===== src/rtl/imm_generator_pkg.sv =====
// Shared constants for the RV32I immediate generator: opcodes, shift funct3 codes, format codes.
// Build option IMM_ZICSR_EN adds CSR-immediate decoding of the SYSTEM opcode.
package imm_generator_pkg;

  localparam logic [6:0] OPC_OP     = 7'b0110011;
  localparam logic [6:0] OPC_OP_IMM = 7'b0010011;
  localparam logic [6:0] OPC_LOAD   = 7'b0000011;
  localparam logic [6:0] OPC_JALR   = 7'b1100111;
  localparam logic [6:0] OPC_STORE  = 7'b0100011;
  localparam logic [6:0] OPC_BRANCH = 7'b1100011;
  localparam logic [6:0] OPC_LUI    = 7'b0110111;
  localparam logic [6:0] OPC_AUIPC  = 7'b0010111;
  localparam logic [6:0] OPC_JAL    = 7'b1101111;
  localparam logic [6:0] OPC_SYSTEM = 7'b1110011;
  localparam logic [6:0] OPC_FENCE  = 7'b0001111;

  localparam logic [2:0] F3_SLL     = 3'b001;
  localparam logic [2:0] F3_SRL_SRA = 3'b101;

  localparam logic [2:0] IMM_FMT_R = 3'd0;
  localparam logic [2:0] IMM_FMT_I = 3'd1;
  localparam logic [2:0] IMM_FMT_S = 3'd2;
  localparam logic [2:0] IMM_FMT_B = 3'd3;
  localparam logic [2:0] IMM_FMT_U = 3'd4;
  localparam logic [2:0] IMM_FMT_J = 3'd5;
  localparam logic [2:0] IMM_FMT_Z = 3'd6;

endpackage


===== src/rtl/imm_generator_imm_decode.sv =====
// Combinational RV32I immediate decode: instruction word -> extended immediate, format, unknown flag.
// Build option IMM_ZICSR_EN enables CSR-immediate decoding of SYSTEM instructions.
module imm_decode
  import imm_generator_pkg::*;
(
  input  logic [31:0] instr,
  output logic [31:0] imm,
  output logic [2:0]  fmt,
  output logic        unknown
);

  logic [6:0] w_opc;
  logic [2:0] w_f3;

  assign w_opc = instr[6:0];
  assign w_f3  = instr[14:12];

  always_comb begin
    imm     = '0;
    fmt     = IMM_FMT_R;
    unknown = 1'b0;
    case (w_opc)
      OPC_OP: begin
        fmt = IMM_FMT_R;
      end
      OPC_OP_IMM, OPC_LOAD, OPC_JALR: begin
        fmt = IMM_FMT_I;
        // Shift amounts are a 5-bit unsigned field, not a sign-extended immediate
        if (w_opc == OPC_OP_IMM && (w_f3 == F3_SLL || w_f3 == F3_SRL_SRA))
          imm = {27'd0, instr[24:20]};
        else
          imm = {{20{instr[31]}}, instr[31:20]};
      end
      OPC_STORE: begin
        fmt = IMM_FMT_S;
        imm = {{20{instr[31]}}, instr[31:25], instr[11:7]};
      end
      OPC_BRANCH: begin
        fmt = IMM_FMT_B;
        imm = {{19{instr[31]}}, instr[31], instr[7], instr[30:25], instr[11:8], 1'b0};
      end
      OPC_LUI, OPC_AUIPC: begin
        fmt = IMM_FMT_U;
        imm = {instr[31:12], 12'd0};
      end
      OPC_JAL: begin
        fmt = IMM_FMT_J;
        imm = {{11{instr[31]}}, instr[31], instr[19:12], instr[20], instr[30:21], 1'b0};
      end
      OPC_SYSTEM: begin
`ifdef IMM_ZICSR_EN
        if (w_f3 == 3'b101 || w_f3 == 3'b110 || w_f3 == 3'b111) begin
          fmt = IMM_FMT_Z;
          imm = {27'd0, instr[19:15]};
        end else begin
          fmt = IMM_FMT_I;
          imm = {{20{instr[31]}}, instr[31:20]};
        end
`else
        fmt = IMM_FMT_R;
`endif
      end
      OPC_FENCE: begin
        fmt = IMM_FMT_R;
      end
      default: begin
        unknown = 1'b1;
      end
    endcase
  end

endmodule


===== src/rtl/imm_generator.sv =====
// RV32I decode-stage immediate generator: registers the decoded immediate one cycle after instr_valid.
// Build option IMM_ZICSR_EN (handled in imm_decode) adds CSR-immediate support.
module imm_generator
  import imm_generator_pkg::*;
(
  input  logic        clk,
  input  logic        rst_n,
  input  logic        instr_valid,
  input  logic [31:0] instr,
  output logic [31:0] imm,
  output logic [2:0]  imm_fmt,
  output logic        imm_valid,
  output logic        unknown_op
);

  logic [31:0] w_imm;
  logic [2:0]  w_fmt;
  logic        w_unknown;

  logic [31:0] r_imm;
  logic [2:0]  r_fmt;
  logic        r_valid;
  logic        r_unknown;

  imm_decode u_decode (
    .instr   (instr),
    .imm     (w_imm),
    .fmt     (w_fmt),
    .unknown (w_unknown)
  );

  // Output stage: payload only updates on valid input, so it holds across bubbles
  always_ff @(posedge clk or negedge rst_n) begin
    if (!rst_n) begin
      r_imm     <= '0;
      r_fmt     <= IMM_FMT_R;
      r_valid   <= 1'b0;
      r_unknown <= 1'b0;
    end else begin
      r_valid <= instr_valid;
      if (instr_valid) begin
        r_imm     <= w_imm;
        r_fmt     <= w_fmt;
        r_unknown <= w_unknown;
      end
    end
  end

  assign imm        = r_imm;
  assign imm_fmt    = r_fmt;
  assign imm_valid  = r_valid;
  assign unknown_op = r_unknown;

endmodule


===== config.mk =====
export PLATFORM = sky130hd
export DESIGN_NAME = imm_generator
export DESIGN_NICKNAME = d
export VERILOG_FILES = /design/src/rtl/imm_generator_pkg.sv /design/src/rtl/imm_generator_imm_decode.sv /design/src/rtl/imm_generator.sv
export SDC_FILE = /design/constraint.sdc
export NUM_CORES = 1
export LEC_CHECK = 0
export CAP_MARGIN = 20
export CELL_PAD_IN_SITES_DETAIL_PLACEMENT = 2
export CELL_PAD_IN_SITES_GLOBAL_PLACEMENT = 2
export CORE_MARGIN = 8
export CORE_UTILIZATION = 27
export DETAILED_ROUTE_END_ITERATION = 10
export PLACE_DENSITY_LB_ADDON = 0.1
export SYNTH_ARGS = -nofsm -noshare
export SYNTH_HDL_FRONTEND = slang
export SYNTH_SLANG_ARGS = --single-unit

===== constraint.sdc =====
create_clock -name clk -period 1.36 [get_ports clk]
set_input_delay 0.272 -clock clk [delete_from_list [all_inputs] [get_ports clk]]
set_output_delay 0.272 -clock clk [all_outputs]
set_load 0.01 [all_outputs]

==> impl_metrics.tcl, run 1 <==
set metrics [dict create \
    cts_sinks 37 \
    synth_commonest_cells "dfrtp_1 (37), nand2_1 (29), nor2_1 (26)" \
    synth_top_area_share_pct 50.48 \
    wl_per_cell_um 19.05 \
    antenna_found_initial 0 \
    slew_headroom_pct 73.17 \
    core_um2 6681 \
    drive_gt1_share_pct 30.93 \
    grt_pass1_wl_mm 11.59 \
    gr-usage-met2_pct 27.11 \
    power_density_nw_per_um2 806.0 \
    ir_drop_v 0.0002923 \
    syn_area_um2 1834 \
    syn_avg_cell_area_um2 9.705 \
    final_cells 371 \
    synth_fp_nets 224 \
    die_w_um 98.43 \
    ys_seq_elements 37 \
    dp_cells 354 \
    clockBufferDepth 2 \
    fin_crit_sh_pct 99.60 \
    arrival_ps 1540 \
    htreeDepth 2 \
    design_area_um2 3063 \
    initial_core_util_pct 27.45 \
    grt_start_max_net_pins 23 \
    ys_seq_area_share_pct 50.48 \
    clk_latency_ps 280 \
    grt_pass1_vias 2168 \
    cts_made_buffers 5 \
    route.detailed.drc 0 \
    hold_ws_ps 265.6 \
    grtUsageMet1_pct 16.81 \
    io_buffers 71 \
    leakagePower_uw 0.001422 \
    status "finished, final reports clean" \
    path_clk_slew_ps 70 \
    routed_wirelength_mm 7.069 \
    min_from "instr[12]" \
    grt_use_met3_pct 4.087 \
    antenna_left 0 \
    syn2layout_area_growth_pct 66.99 \
    grt_busiest_layer "met2" \
    grt_overflow 0 \
    via_per_inst 4.860 \
    finalHoldViolations 0 \
    synth-async-reset-ratio_pct 100.0 \
    report.final.slew_viol_count 0 \
    place_hpwl_mm 4.945 \
    pre_cts_slack_ps -757.0 \
    drv_cap 0 \
    synth.most_common_cell "dfrtp_1" \
    tightestPinTransition_ps 402.5 \
    synthTopCellsByArea "dfrtp_1 (50%), a211oi_2 (7.5%), nand2_1 (5.9%)" \
    synth_cells 189 \
    path_class "in -> reg" \
    setup_viol_count_final 0 \
    gp_congestion 0.7967 \
    antenna_cells 0 \
    chipHeight_um 98.43 \
    finClkSkew_ps 0 \
    ys.flop_type "dfrtp_1" \
    final-seq-area_um2 925.9 \
    fin_ws_ps 5.387 \
    hold_class "in -> reg" \
    num-nets-final 326 \
    clockRootBuffer "clkbuf_8" \
    r2r-start "imm_fmt[1]" \
    end_kind "flop" \
    yosysUniqueCellTypes 37 \
    die_area_um2 9687 \
    cp-start-kind "input port" \
    ioPinCount 72 \
    multi_input_area_um2 944.7 \
    min_period_ps 1355 \
    rows 30 \
    grt_util_all_layers_pct 14.89 \
    drt-initial-drc-count 25 \
    rsz0062_at_grt "yes" \
    placed_cell_area_um2 2820 \
    cp.required_ps 1550 \
    via_count 1803 \
    path_max_fanout 6 \
    num-fill-cells 730 \
    synth_edf_count 0 \
    cts_tree "built" \
    fmax_ghz 0.7382 \
    crit_path_start "instr[3]" \
    drt-pass1-iter-count 4 \
    synth_area_leader_cell "dfrtp_1" \
    ys_warn_count 0 \
]
per-layer routing:
| layer | up-vias | part of all wire (%) |
|---|---|---|
| li1 | 866 | - |
| met1 | 884 | 43 |
| met2 | 46 | 52 |
| met3 | 7 | 4.8 |
| met4 | 0 | 0.68 |
| met5 | - | 0 |
placed cells by master (no fill, tap or decap), types with 4 or more instances in the layout:
cell,synthesis,routed
dfrtp_1,37,37
dlygate4sd2_1,0,37
nand2_1,29,26
nor2_1,26,24
buf_4,0,23
clkdlybuf4s50_1,0,22
inv_1,14,14
o22ai_1,13,12
a211oi_2,11,11
a31oi_1,9,7
buf_6,2,7
buf_2,3,7
clkbuf_8,0,6
a22oi_1,5,5
buf_12,0,4
final cells by class:
type | count | area share (%)
multi-input cells | 129 | 30.84
repair buffers | 104 | 31.13
clock buffers | 7 | 2.819
inverters | 14 | 1.716
flip-flops and latches | 37 | 30.23
well taps | 80 | 3.268
state kept, by name (all words and copies together), names as in the netlist:
| name | flops |
|---|---|
| imm_fmt | 3 |
| imm_valid | 1 |
| imm | 32 |
| unknown_op | 1 |
kinds of logic (layout without fill, tap and decap cells):
| logic type | after synthesis | after routing | synth area share (%) |
|---|---|---|---|
| buffers and inverters | 25 | 125 | 6.139 |
| and+or+nand+nor | 77 | 79 | 21.01 |
| AOI/OAI and AO/OA | 48 | 48 | 21.15 |
| muxes | 2 | 2 | 1.228 |
| DFF | 37 | 37 | 50.48 |
power by group:
part / internal, uW / switching (uW)
clock network: 403 / 380
logic: 252 / 253
registers: 1150 / 29.1
total: 1810 / 662
worst max-delay path: stages:
cell and delay (ps):
buf_8 100, nand4b_1 260, nor3b_4 300, buf_6 150, nor4_4 50, and2_4 210, a311oi_2 200
final timing paths:
kind,to,slack (ps),cells past startpoint
min,imm[12],270,3
min in group asynchronous,imm[10],450,2
min reg2reg,imm_fmt[2],490,1
max in group asynchronous,imm[26],460,3
max,imm[11],5,7
max reg2reg,imm_fmt[1],600,1
metrics by stage:
stage               setup TNS, ps  utilization, %  power, uW
floorplan                  -82.32               -       1385
global placement           -21650           42.21       1705
detailed placement         -22820           42.21       1716
CTS                             0           45.54       2505
global route               -248.7           45.84       2588
finish                          0           45.84       2469
timing repair:
action                     CTS  global route
resized for setup           92            16
cloned                       2             0
hold buffers                 1             0
setup endpoints to repair   73            25
hold endpoints to repair    15             0
buffers inserted             8             1
pin swaps                   16            11
Power figures use the tool's default switching activity.
==> run 2, diff against run 1 <==
--- a/config.mk
+++ b/config.mk
@@ -8,7 +8,7 @@
 export CAP_MARGIN = 20
 export CELL_PAD_IN_SITES_DETAIL_PLACEMENT = 2
 export CELL_PAD_IN_SITES_GLOBAL_PLACEMENT = 2
-export CORE_MARGIN = 8
+export CORE_MARGIN = 2
 export CORE_UTILIZATION = 27
 export DETAILED_ROUTE_END_ITERATION = 10
 export PLACE_DENSITY_LB_ADDON = 0.1
==> run 2 against run 1 <==
Against the previous run: the run now ends with negative setup slack left; highest routed layer unchanged; via count rose by 1.3%; largest cell class is now multi-input combinational cells; wire length fell by 5.4%; cell area rose by 0.12%; clock skew did not move; sequential cell count did not move; clock power rose by 2%; non-clock buffer count fell by 3; worst hold slack improved by 120 ps; register-to-register slack barely moved.
==> impl_metrics.tcl, run 2 (synthesis results as in run 1) <==
set metrics [dict create \
    final_cells 369 \
    power.internal_uw 1766 \
    antenna_cells 0 \
    leakagePower_uw 0.001399 \
    arrival_ps 1570 \
    grt_pass1_vias 2035 \
    cts_sinks 37 \
    rows 30 \
    num-nets-final 323 \
    violations "negative setup slack" \
    cts_made_buffers 5 \
    clk_latency_ps 290 \
    finalHoldViolations 0 \
    largest_reg_flops 32 \
    ioPinCount 72 \
    clockBufferDepth 2 \
    holdPathEnd "imm[13]" \
    drv_cap 0 \
    grt_overflow 0 \
    dp_cells 350 \
    status "finished with violations" \
    clockPowerShare_pct 32.2 \
    place_hpwl_mm 4.545 \
    cp.required_ps 1560 \
    core_um2 6681 \
    via_count 1826 \
    grt_pass1_wl_mm 10.73 \
    layout_common_cells "dlygate4sd2_1 (38), dfrtp_1 (37), nand2_1 (27)" \
    gp_congestion 0.8202 \
    hold_class "in -> reg" \
    reg2regPathDepth 2 \
    htreeDepth 2 \
    wl_per_cell_um 18.11 \
    final_common_cell "dlygate4sd2_1" \
    grt_util_all_layers_pct 18.31 \
    end_kind "flop" \
    fin_ws_ps -13.66 \
    cts_tree "built" \
    antenna_found_initial 0 \
    switching_share_pct 28.87 \
    p_total_uw 2482 \
    ir_drop_v 0.0003580 \
    drt-initial-drc-count 40 \
    min_path_cells 3 \
    power_density_nw_per_um2 809.4 \
    report.final.slew_viol_count 0 \
    path_max_fanout 6 \
    hold_ws_ps 384.0 \
    num-fill-cells 771 \
    via_per_inst 4.949 \
    min_period_ps 1374 \
    drt-pass1-iter-count 4 \
    path_class "in -> reg" \
    min_from "instr[13]" \
    syn2layout_area_growth_pct 67.19 \
    r2r_setup_slack_ps 600 \
    grt_start_max_net_pins 38 \
    r2r-start "imm[11]" \
    cp-start-kind "input port" \
    antenna_left 0 \
    die_w_um 86.43 \
    route.detailed.drc 0 \
    io_buffers 71 \
    die_area_um2 7469 \
    drive_gt1_share_pct 31.14 \
    power_frac_seq_pct 47.5 \
    r2r_end "imm[11]" \
    setup_viol_count_final 1 \
    slew_headroom_pct 70.80 \
    finClkSkew_ps 0 \
    path_clk_slew_ps 80 \
    initial_core_util_pct 27.45 \
    clockRootBuffer "clkbuf_8" \
    fmax_ghz 0.7280 \
    chipHeight_um 86.43 \
    rsz0062_at_grt "yes" \
    tightestPinTransition_ps 438.0 \
    fin_crit_sh_pct 101.0 \
    share_comb_of_total_power_pct 20.2 \
    switchingPower_uw 716.5 \
    routed_wirelength_mm 6.684 \
]
==> run 2: metrics by stage <==
stage	setup WS, ps	cell area, um2	utilization [%]	TNS (ps)
after global placement	-653.0	2803	41.95	-21100
after CTS	-20.41	2977	44.55	-31.16
final	-13.66	3067	45.90	-13.66
after detailed placement	-745.9	2803	41.95	-23720
after global routing	-69.06	3067	45.90	-762.3
after floorplan	-8.233	1861	-	-82.32
==> run 2: per-layer routing <==
metal	vias to the layer above	GRT usage, %	part of all wire (%)
li1	860	-	-
met1	916	23.29	43
met2	45	32.73	53
met3	5	3.238	3.2
met4	0	3.409	0.82
met5	-	0	0
==> run 2: critical path, cell delays in order <==
cell and delay, ps:
buf_8 100, nand4b_1 270, nor3b_4 310, buf_6 150, nor4_4 40, and2_4 210, a211oi_2 220
==> run 2: repair_timing <==
| action | 4_1_cts | 5_1_grt |
|---|---|---|
| buffers inserted | 6 | 3 |
| hold buffers | 1 | 0 |
| pin swaps | 17 | 5 |
| resized for setup | 83 | 15 |
| setup endpoints to repair | 73 | 33 |
| hold endpoints to repair | 16 | 0 |
| cloned | 2 | 0 |
==> run 2: power groups by stage <==
stage | Clock, uW | Sequential (uW) | Combinational [uW]
2_1_floorplan | 0 | 1230 | 159
6_report | 800 | 1180 | 502
3_3_place_gp | 0 | 1200 | 490
4_1_cts | 832 | 1180 | 490
5_1_grt | 876 | 1190 | 544
3_5_place_dp | 0 | 1210 | 503
==> run 2: how the worst max path moves through the flow <==
stage	from	endpoint	cells after the start	slack [ps]
2_1_floorplan	instr[4]	imm[20]	6	-8
3_3_place_gp	instr[3]	imm[11]	6	-650
3_5_place_dp	instr[3]	imm[6]	6	-750
4_1_cts	instr[13]	imm[6]	6	-20
5_1_grt	instr[3]	imm[28]	7	-70
6_report	instr[3]	imm[30]	7	-10
==> run 2: cell type report <==
class / instances / area [um2] / area share [%]
sequential: 37 / 925.9 / 30.19
inverter: 14 / 52.55 / 1.714
multi-input combinational: 129 / 959.7 / 31.29
tap: 80 / 100.1 / 3.264
clock inverter: 3 / 21.27 / 0.6936
timing repair buffer: 101 / 938.4 / 30.60
clock buffer: 5 / 68.82 / 2.244
==> run 3, diff against run 2 <==
--- a/config.mk
+++ b/config.mk
@@ -9,9 +9,10 @@
 export CELL_PAD_IN_SITES_DETAIL_PLACEMENT = 2
 export CELL_PAD_IN_SITES_GLOBAL_PLACEMENT = 2
 export CORE_MARGIN = 2
-export CORE_UTILIZATION = 27
+export CORE_UTILIZATION = 25
 export DETAILED_ROUTE_END_ITERATION = 10
 export PLACE_DENSITY_LB_ADDON = 0.1
+export SLEW_MARGIN = 20
 export SYNTH_ARGS = -nofsm -noshare
 export SYNTH_HDL_FRONTEND = slang
 export SYNTH_SLANG_ARGS = --single-unit
==> constraint.sdc (replaced) <==
create_clock -name clk -period 1.5 [get_ports clk]
set_input_delay 0.3 -clock clk [delete_from_list [all_inputs] [get_ports clk]]
set_output_delay 0.3 -clock clk [all_outputs]
set_load 0.01 [all_outputs]
==> run 3 against run 2 <==
Against the previous run: the flow now finishes without violations; total power decreased by 3.6%; critical path type is now reg -> out; non-clock buffer count increased by 4; first-iteration DRC count decreased by 5.0%; global-route usage decreased by 0.69 points; core utilization decreased by 2.9 points; clock power increased by 9.7%; final cell count increased by 6.2%; sequential power decreased by 9%; combinational power decreased by 11%; count of clock-buffer cells in the layout unchanged.
==> impl_metrics.tcl, run 3 (synthesis results as in run 1) <==
set metrics [dict create \
    antenna_left 0 \
    power_frac_seq_pct 44.7 \
    routed_wirelength_mm 6.597 \
    grt_pass1_vias 2063 \
    rsz0062_at_grt "no" \
    die_w_um 89.66 \
    antenna_cells 0 \
    clockPowerShare_pct 36.7 \
    grt_util_all_layers_pct 17.63 \
    fmax_ghz 0.6898 \
    gp_congestion 0.7520 \
    antenna_found_initial 0 \
    die_area_um2 8038 \
    power_density_nw_per_um2 775.1 \
    leakagePower_uw 0.001535 \
    crit_family "buffers and inverters" \
    cts_tree "built" \
    r2r_setup_slack_ps 740 \
    finClkSkew_ps 0 \
    path_class "reg -> out" \
    slew_headroom_pct 76.58 \
    drt-initial-drc-count 38 \
    ir_drop_v 0.0004195 \
    via_count 1821 \
    num-fill-cells 789 \
    grt_start_max_net_pins 38 \
    share_comb_of_total_power_pct 18.6 \
    final-seq-area_um2 925.9 \
    crit_chain "clkdlybuf4s50_1" \
    wl_per_cell_um 16.83 \
    switching_share_pct 26.15 \
    clk_latency_ps 280 \
    end_kind "output port" \
    pre_cts_slack_ps -655.4 \
    syn2layout_area_growth_pct 68.28 \
    path_max_fanout 1 \
    fin_crit_sh_pct 96.65 \
    finalHoldViolations 0 \
    arrival_ps 1150 \
    core_um2 7176 \
    num-nets-final 327 \
    power.internal_uw 1767 \
    via_per_inst 4.645 \
    tightestPinTransition_ps 351.3 \
    cp_num_buf_inv 1 \
    hold_class "in -> reg" \
    cts_sinks 37 \
    clockBufferDepth 2 \
    cp.required_ps 1200 \
    drt-pass1-iter-count 4 \
    htreeDepth 2 \
    cp-start-kind "flop" \
    fin_ws_ps 50.31 \
    min_period_ps 1450 \
    path_clk_slew_ps 80 \
    place_hpwl_mm 4.687 \
    io_buffers 71 \
    layout_common_cells "dfrtp_1 (37), nand2_1 (28), dlygate4sd2_1 (28), buf_4 (28)" \
    multi_input_area_um2 922.1 \
    clockRootBuffer "clkbuf_8" \
    report.final.slew_viol_count 0 \
    tns_ps 0 \
    switchingPower_uw 625.6 \
    ioPinCount 72 \
    hold_ws_ps 470.9 \
    rows 31 \
    route.detailed.drc 0 \
    cts_made_buffers 5 \
    largest_reg_flops 32 \
    drive_gt1_share_pct 30.03 \
    cpMaxStageDelayCell "clkdlybuf4s50_1" \
    slowest_delay_ps 520 \
    grt_overflow 0 \
    chipHeight_um 89.66 \
    drv_cap 0 \
    initial_core_util_pct 25.56 \
    status "finished, final reports clean" \
    setup_viol_count_final 0 \
    grt_pass1_wl_mm 10.63 \
    final_common_cell "dfrtp_1" \
]
-- run 3: per-stage QoR --
stage | util, % | total power [uW] | cell area (um2) | cells
final | 43.02 | 2392 | 3087 | 392
after global routing | 43.02 | 2506 | 3087 | 392
after CTS | 42.81 | 2436 | 3072 | 390
after detailed placement | 39.70 | 1552 | 2849 | 378
after global placement | 39.70 | 1544 | 2849 | 378
after floorplan | - | 1251 | 1834 | 189
-- run 3: final cells by class --
cell class,count,share of cell area [%]
well taps,99,4.013
flip-flops and latches,37,30.00
multi-input cells,129,29.87
inverters,14,1.702
clock buffers,5,2.229
repair buffers,105,30.77
clock inverters,3,1.419
-- run 3: worst paths after layout --
| path | from | to | cells after the start |
|---|---|---|---|
| setup / recovery | imm_valid | imm_valid | 1 |
| hold / removal | instr_valid | imm[3] | 2 |
| setup reg to reg | imm_fmt[1] | imm_fmt[1] | 1 |
| hold reg to reg | imm_fmt[2] | imm_fmt[2] | 1 |
| max in group asynchronous | rst_n | imm_fmt[1] | 3 |
| min in group asynchronous | rst_n | imm[23] | 3 |
-- run 3: power groups by stage --
| stage | sequential (uW) | combinational [uW] | clock [uW] |
|---|---|---|---|
| 2_1_floorplan | 1110 | 140 | 0 |
| 6_report | 1070 | 445 | 878 |
| 3_5_place_dp | 1090 | 460 | 0 |
| 4_1_cts | 1070 | 457 | 907 |
| 3_3_place_gp | 1090 | 454 | 0 |
| 5_1_grt | 1080 | 489 | 941 |
-- run 3: repair_timing --
item                                    CTS  global route
endpoints found under the setup margin   61            36
buffers inserted                          1             2
pin swaps                                11             9
endpoints found under the hold margin    37             0
resized for setup                        68            21
cloned                                    2             0
hold buffers                              1             0
-- run 3: per-layer routing --
metal	up-vias	global-route usage [%]	part of all wire, %
met5	-	0	0
met4	0	4.071	0.52
met3	5	3.565	2.9
met2	38	31.75	54
met1	912	21.60	43
li1	866	-	-
